$ cat config.mk
export PLATFORM = sky130hd
export DESIGN_NAME = sipo_deser_flat
export DESIGN_NICKNAME = d
export VERILOG_FILES = /design/src/rtl/sipo_deser_if.sv /design/src/rtl/sipo_deser.sv /design/src/flat_wrapper.sv
export SDC_FILE = /design/constraint.sdc
export NUM_CORES = 1
export LEC_CHECK = 0
export BUFFER_PORTS_ARGS = -buffer_cell sky130_fd_sc_hd__clkbuf_2
export CORE_MARGIN = 2
export CORE_UTILIZATION = 35
export DETAILED_ROUTE_END_ITERATION = 10
export GPL_ROUTABILITY_DRIVEN = 0
export SKIP_CTS_REPAIR_TIMING = 1
export SLEW_MARGIN = 20
export SYNTH_ARGS = -nofsm -noshare
export SYNTH_HDL_FRONTEND = slang
export SYNTH_SLANG_ARGS = --single-unit
$ cat constraint.sdc
create_clock -name clk -period 1.3 [get_ports clk]
set_input_delay 0.195 -clock clk [delete_from_list [all_inputs] [get_ports clk]]
set_output_delay 0.195 -clock clk [all_outputs]
set_load 0.01 [all_outputs]
$ cat src/rtl/sipo_deser_if.sv
// sipo_deser_if -- bundles the serial receive side and the word output side
// of the deserializer. The slave modport is the deserializer itself; the
// master modport is whatever drives the link and consumes the words.
interface sipo_deser_if #(
  parameter int WIDTH = 4
);
  logic             sin;
  logic             sin_valid;
  logic             sin_first;
  logic [WIDTH-1:0] data_out;
  logic             out_valid;
  logic             out_ready;
  logic             overrun;
  logic             resync;
  logic             parity_err;

  modport master (
    output sin, sin_valid, sin_first, out_ready,
    input  data_out, out_valid, overrun, resync, parity_err
  );

  modport slave (
    input  sin, sin_valid, sin_first, out_ready,
    output data_out, out_valid, overrun, resync, parity_err
  );
endinterface

$ cat src/rtl/sipo_deser.sv
// sipo_deser -- serial-in, parallel-out deserializer. Assembles MSB-first
// framed bits into WIDTH-bit words and presents them through a one-entry
// valid/ready holding register.
// Optional feature: define SIPO_PARITY_EN to expect one even-parity bit after
// the data bits of every frame; otherwise parity_err is constant 0.
module sipo_deser #(
  parameter int WIDTH = 4
) (
  input  logic        clk,
  input  logic        rst_n,
  sipo_deser_if.slave bus
);

`ifdef SIPO_PARITY_EN
  typedef enum logic [1:0] {IDLE, SHIFT, PAR} state_t;
  // The whole word must be held while waiting for the parity bit.
  localparam int SR_W = WIDTH;
`else
  typedef enum logic [0:0] {IDLE, SHIFT} state_t;
  // The final bit goes straight into data_out, so only WIDTH-1 bits are kept.
  localparam int SR_W = WIDTH - 1;
`endif

  localparam int              CNT_W = $clog2(WIDTH);
  localparam logic [CNT_W-1:0] LAST = CNT_W'(WIDTH - 1);

  state_t           state;
  logic [CNT_W-1:0] cnt;
  logic [SR_W-1:0]  shreg;
  logic [WIDTH-1:0] data_q;
  logic             valid_q;
  logic             overrun_q;
  logic             resync_q;
  logic             parity_err_q;

  logic             start;
  logic             data_bit;
  logic             last_data;
  logic             commit;
  logic             can_load;
  logic [WIDTH-1:0] next_word;
  logic [WIDTH-1:0] commit_word;

  // Decode the current bit and decide whether a finished word is ready to commit.
  always_comb begin
    // NOTE: every signal gets a value before any condition so no latch is inferred.
    start       = bus.sin_valid & bus.sin_first;
    data_bit    = bus.sin_valid & ~bus.sin_first;
    next_word   = {shreg[WIDTH-2:0], bus.sin};
    last_data   = (state == SHIFT) && data_bit && (cnt == LAST);
    can_load    = !valid_q || bus.out_ready;
`ifdef SIPO_PARITY_EN
    commit      = (state == PAR) && data_bit && !(^{shreg, bus.sin});
    commit_word = shreg;
`else
    commit      = last_data;
    commit_word = next_word;
`endif
  end

  // Frame FSM, shift register, holding register and event pulses.
  always_ff @(posedge clk) begin
    if (!rst_n) begin
      state        <= IDLE;
      cnt          <= '0;
      shreg        <= '0;
      data_q       <= '0;
      valid_q      <= 1'b0;
      overrun_q    <= 1'b0;
      resync_q     <= 1'b0;
      parity_err_q <= 1'b0;
    end else begin
      // NOTE: non-blocking assignments so every register samples pre-edge values.
      overrun_q    <= 1'b0;
      resync_q     <= 1'b0;
      parity_err_q <= 1'b0;

      // Holding register: a commit may reuse the slot being drained this cycle.
      if (commit && can_load) begin
        data_q  <= commit_word;
        valid_q <= 1'b1;
      end else begin
        if (valid_q && bus.out_ready) valid_q <= 1'b0;
        if (commit) overrun_q <= 1'b1;
      end

      if (start) begin
        // A frame start always wins, even on what would be the last bit.
        resync_q <= (state != IDLE);
        shreg    <= SR_W'(bus.sin);   // ends up as the MSB after WIDTH-1 shifts
        cnt      <= CNT_W'(1);
        state    <= SHIFT;
      end else if (data_bit) begin
        case (state)
          SHIFT: begin
            shreg <= SR_W'(next_word);
            cnt   <= cnt + 1'b1;
            if (last_data) begin
              cnt <= '0;
`ifdef SIPO_PARITY_EN
              state <= PAR;
`else
              state <= IDLE;
`endif
            end
          end
`ifdef SIPO_PARITY_EN
          PAR: begin
            parity_err_q <= ^{shreg, bus.sin};
            state        <= IDLE;
          end
`endif
          default: ;  // IDLE: bits outside a frame are discarded
        endcase
      end
    end
  end

  assign bus.data_out   = data_q;
  assign bus.out_valid  = valid_q;
  assign bus.overrun    = overrun_q;
  assign bus.resync     = resync_q;
  assign bus.parity_err = parity_err_q;

endmodule

$ cat src/flat_wrapper.sv
// flat-port wrapper written by rule: the top's interface ports become plain ports
module sipo_deser_flat 
#(
  parameter int WIDTH = 4
)
  (clk, rst_n, bus_sin, bus_sin_valid, bus_sin_first, bus_out_ready, bus_data_out, bus_out_valid, bus_overrun, bus_resync, bus_parity_err);
  sipo_deser_if #(.WIDTH(WIDTH)) bus_i ();
  input  logic clk;
  input  logic rst_n;
  input wire logic [$bits(bus_i.sin)-1:0] bus_sin;
  input wire logic [$bits(bus_i.sin_valid)-1:0] bus_sin_valid;
  input wire logic [$bits(bus_i.sin_first)-1:0] bus_sin_first;
  input wire logic [$bits(bus_i.out_ready)-1:0] bus_out_ready;
  output wire logic [$bits(bus_i.data_out)-1:0] bus_data_out;
  output wire logic [$bits(bus_i.out_valid)-1:0] bus_out_valid;
  output wire logic [$bits(bus_i.overrun)-1:0] bus_overrun;
  output wire logic [$bits(bus_i.resync)-1:0] bus_resync;
  output wire logic [$bits(bus_i.parity_err)-1:0] bus_parity_err;
  assign bus_i.sin = bus_sin;
  assign bus_i.sin_valid = bus_sin_valid;
  assign bus_i.sin_first = bus_sin_first;
  assign bus_i.out_ready = bus_out_ready;
  assign bus_data_out = bus_i.data_out;
  assign bus_out_valid = bus_i.out_valid;
  assign bus_overrun = bus_i.overrun;
  assign bus_resync = bus_i.resync;
  assign bus_parity_err = bus_i.parity_err;
  sipo_deser #(.WIDTH(WIDTH)) u_core (.clk(clk), .rst_n(rst_n), .bus(bus_i));
endmodule
==> results.md <==
* Number of I/O port buffers at 12
* Syn. warnings at 0
* Crit end category: flip-flop
* Min Tclk post-route at 1169 ps
* Initial Utilization at 37.23%
* Vias post-DR at 427
* Status: finished clean
* Worst-Skew Late Latency at 270 ps
* Share of layout cells above drive strength 1 at 30.43%
* Critical path startpoint: u_core.cnt[0]$_SDFFE_PN0P_
* Crit-path slowest cell: dfxtp_1
* Core area at 1489 um^2
* Final #Nets at 77
* Distinct cells, synth at 20
* Hold wc startpoint: bus_sin
* FF-to-FF Start: u_core.cnt[0]$_SDFFE_PN0P_
* Largest net degree at the start of global routing at 19
* Fin util at 44.12%
* Arr. time, crit path at 1370 ps
* Initial antenna violation count at 0
* Total negative setup slack at 0 ps
* Final wirelength at 966 um
* Clock network power share at 34.8%
* VDD IR max at 0.0004504 V
* CTS root buffer: clkbuf_4
* DIE WIDTH at 43.80 um
* CP Data Required Time at 1500 ps
* Clock sink count at 13
* WS Path Type: flip-flop to flip-flop
* Gate Count Post-Synth at 56
* Lkg Pwr at 0.2831 nW
* Post-synth top area share at 46.95%
* Critical Path Source Type: flip-flop
* PwrDens at 1085 nW/um^2
* CTS Buffer Depth at 2
* Number of buffers created by CTS at 3
* Wire per inst at 11.36 um
* Routed Antenna Nets at 0
* Sequential share of power at 58.3%
* Vias in the first global route at 419
* DR DRC count at 0
* Antenna cells at 0
* Ports at 14
* Die H at 43.80 um
* Final Setup Violations at 0
* Total grt overflow at 0
* Synthesized cell area at 554.3 um^2
* Final setup skew at 4.246 ps
* Number of fill cells at 163
* Switching power at 0.1664 mW
* Maximum Capacitance Violations at 0
* DR iter-0 viols at 3
* Yosys top cell by area: dfxtp_1
* Slew Limit Fails at 0
* Area Growth Syn to Fin at 18.51%
* Synth top area cells: dfxtp_1 (47%), mux2i_1 (9.0%), nand2_1 (8.1%), nor2b_1 (7.9%), a22oi_1 (5.4%)
* GRT Util Overall at 12.39%
* CTS H-tree depth at 1
* Via-per-instance ratio at 5.024
* Hold Crit Class: primary input to flip-flop
* Cell breakdown of the critical path: ha_4 -> nand4b_4 -> nor2_4 -> mux2i_1
* Internal power at 0.5466 mW
* FMAX at 0.8557 GHz
* RSZ-0062 raised after global routing: no
* Pre-antenna DRT Iters at 4
* Total power at 0.7130 mW
* Avg Cell Area, Syn at 9.898 um^2
* First-pass GRT wire length at 1.690 mm
* Power share of the combinational group at 6.8%
* Final worst-path cycle share at 89.89%
* Crit-path max cell delay at 410 ps
* Seq/Total Area, Yosys at 46.95%
* Switch share at 23.34%
* Final Hold Vio Count at 0
* CP max FO at 4
* CTS tree: yes
* Reg clk slew, reported paths at 80 ps
* Register bit total from synthesis at 13
* Site row count at 14
* Die ar. at 1918 um^2
* Syn_nets at 63
[power by group through the flow]
stage,logic [mW],clock network [mW],registers (mW)
after floorplan,0.0330,0,0.422
after global placement,0.0483,0,0.423
after detailed placement,0.0474,0,0.424
after CTS,0.0478,0.265,0.415
after global routing,0.0549,0.278,0.417
final,0.0485,0.248,0.416
[cells in the mapped netlist]
master / number
a21oi_1: 1
a22oi_1: 4
and3b_2: 1
and4_2: 1
buf_2: 1
buf_4: 1
clkbuf_1: 1
conb_1: 1
dfxtp_1: 13
ha_1: 1
mux2i_1: 5
nand2_1: 12
nand3_1: 1
nand4b_4: 1
nor2_1: 1
nor2_4: 1
nor2b_1: 7
nor3b_1: 1
o211ai_1: 1
o21ai_2: 1
[stage by stage]
stage          cells  instance area, um^2  setup WS [ps]  hold slack [ps]
6_report          85                656.9          131.4            174.3
2_1_floorplan     56                554.3          179.3            337.1
3_5_place_dp      81                618.1          39.81            450.5
5_1_grt           85                656.9          26.77            200.4
3_3_place_gp      81                618.1          121.2            449.4
4_1_cts           85                644.4          27.40            163.5
[path summary, 6_finish.rpt]
kind	end	slack (ps)	cells after the start
setup reg to reg	u_core.bus.data_out[0]$_SDFFE_PN0P_	130	4
hold / removal	u_core.bus.data_out[0]$_SDFFE_PN0P_	170	3
hold reg to reg	u_core.bus.data_out[1]$_SDFFE_PN0P_	460	2
setup / recovery	u_core.bus.data_out[0]$_SDFFE_PN0P_	130	4
[worst max-delay path, delay by kind of cell (launching register included)]
family | cells | cell delay, ps
AND/OR/NAND/NOR | 2 | 290
multiplexers | 1 | 200
flip-flops | 1 | 410
adder cells (fa/ha/maj) | 1 | 190
[cell families after synthesis]
| group | count (synthesis) | synth area share [%] |
|---|---|---|
| other cells | 1 | 0.6766 |
| compound gates | 7 | 9.255 |
| flops | 13 | 46.95 |
| mux | 5 | 9.030 |
| fa+ha+maj | 1 | 2.257 |
| simple gates | 26 | 28.89 |
| buf+inv | 3 | 2.934 |
[placed cells by master (no fill, tap or decap), types with 3 or more instances in the layout]
cell      count
dfxtp_1      13
nand2_1      12
clkbuf_2     12
nor2b_1       7
mux2i_1       5
a22oi_1       4
clkbuf_4      3
[area by class of cell]
type / instances / area [um^2] / share of cell area, %
Tap cell: 16 / 20.02 / 3.048
Sequential cell: 13 / 260.3 / 39.62
Clock buffer: 4 / 26.28 / 4.000
Timing Repair Buffer: 12 / 60.06 / 9.143
Multi-Input combinational cell: 40 / 290.3 / 44.19
[routing by layer]
| layer | GRT usage [%] | part of all wire [%] | up-vias | routed length, um |
|---|---|---|---|---|
| li1 | - | - | 215 | - |
| met1 | 14.87 | 49 | 202 | 473 |
| met2 | 17.65 | 45 | 8 | 436 |
| met3 | 3.750 | 4.6 | 2 | 44 |
| met4 | 10.91 | 1.1 | 0 | 11 |
| met5 | 0 | 0 | - | 0 |
[state kept, by name (all words and copies together) (netlist names)]
register,flops
u_core.cnt,2
u_core.bus.resync,1
u_core.bus.overrun,1
u_core.bus.data_out,4
u_core.bus.out_valid,1
u_core.shreg,3
u_core.state,1
(Power assumes the default switching activity.)
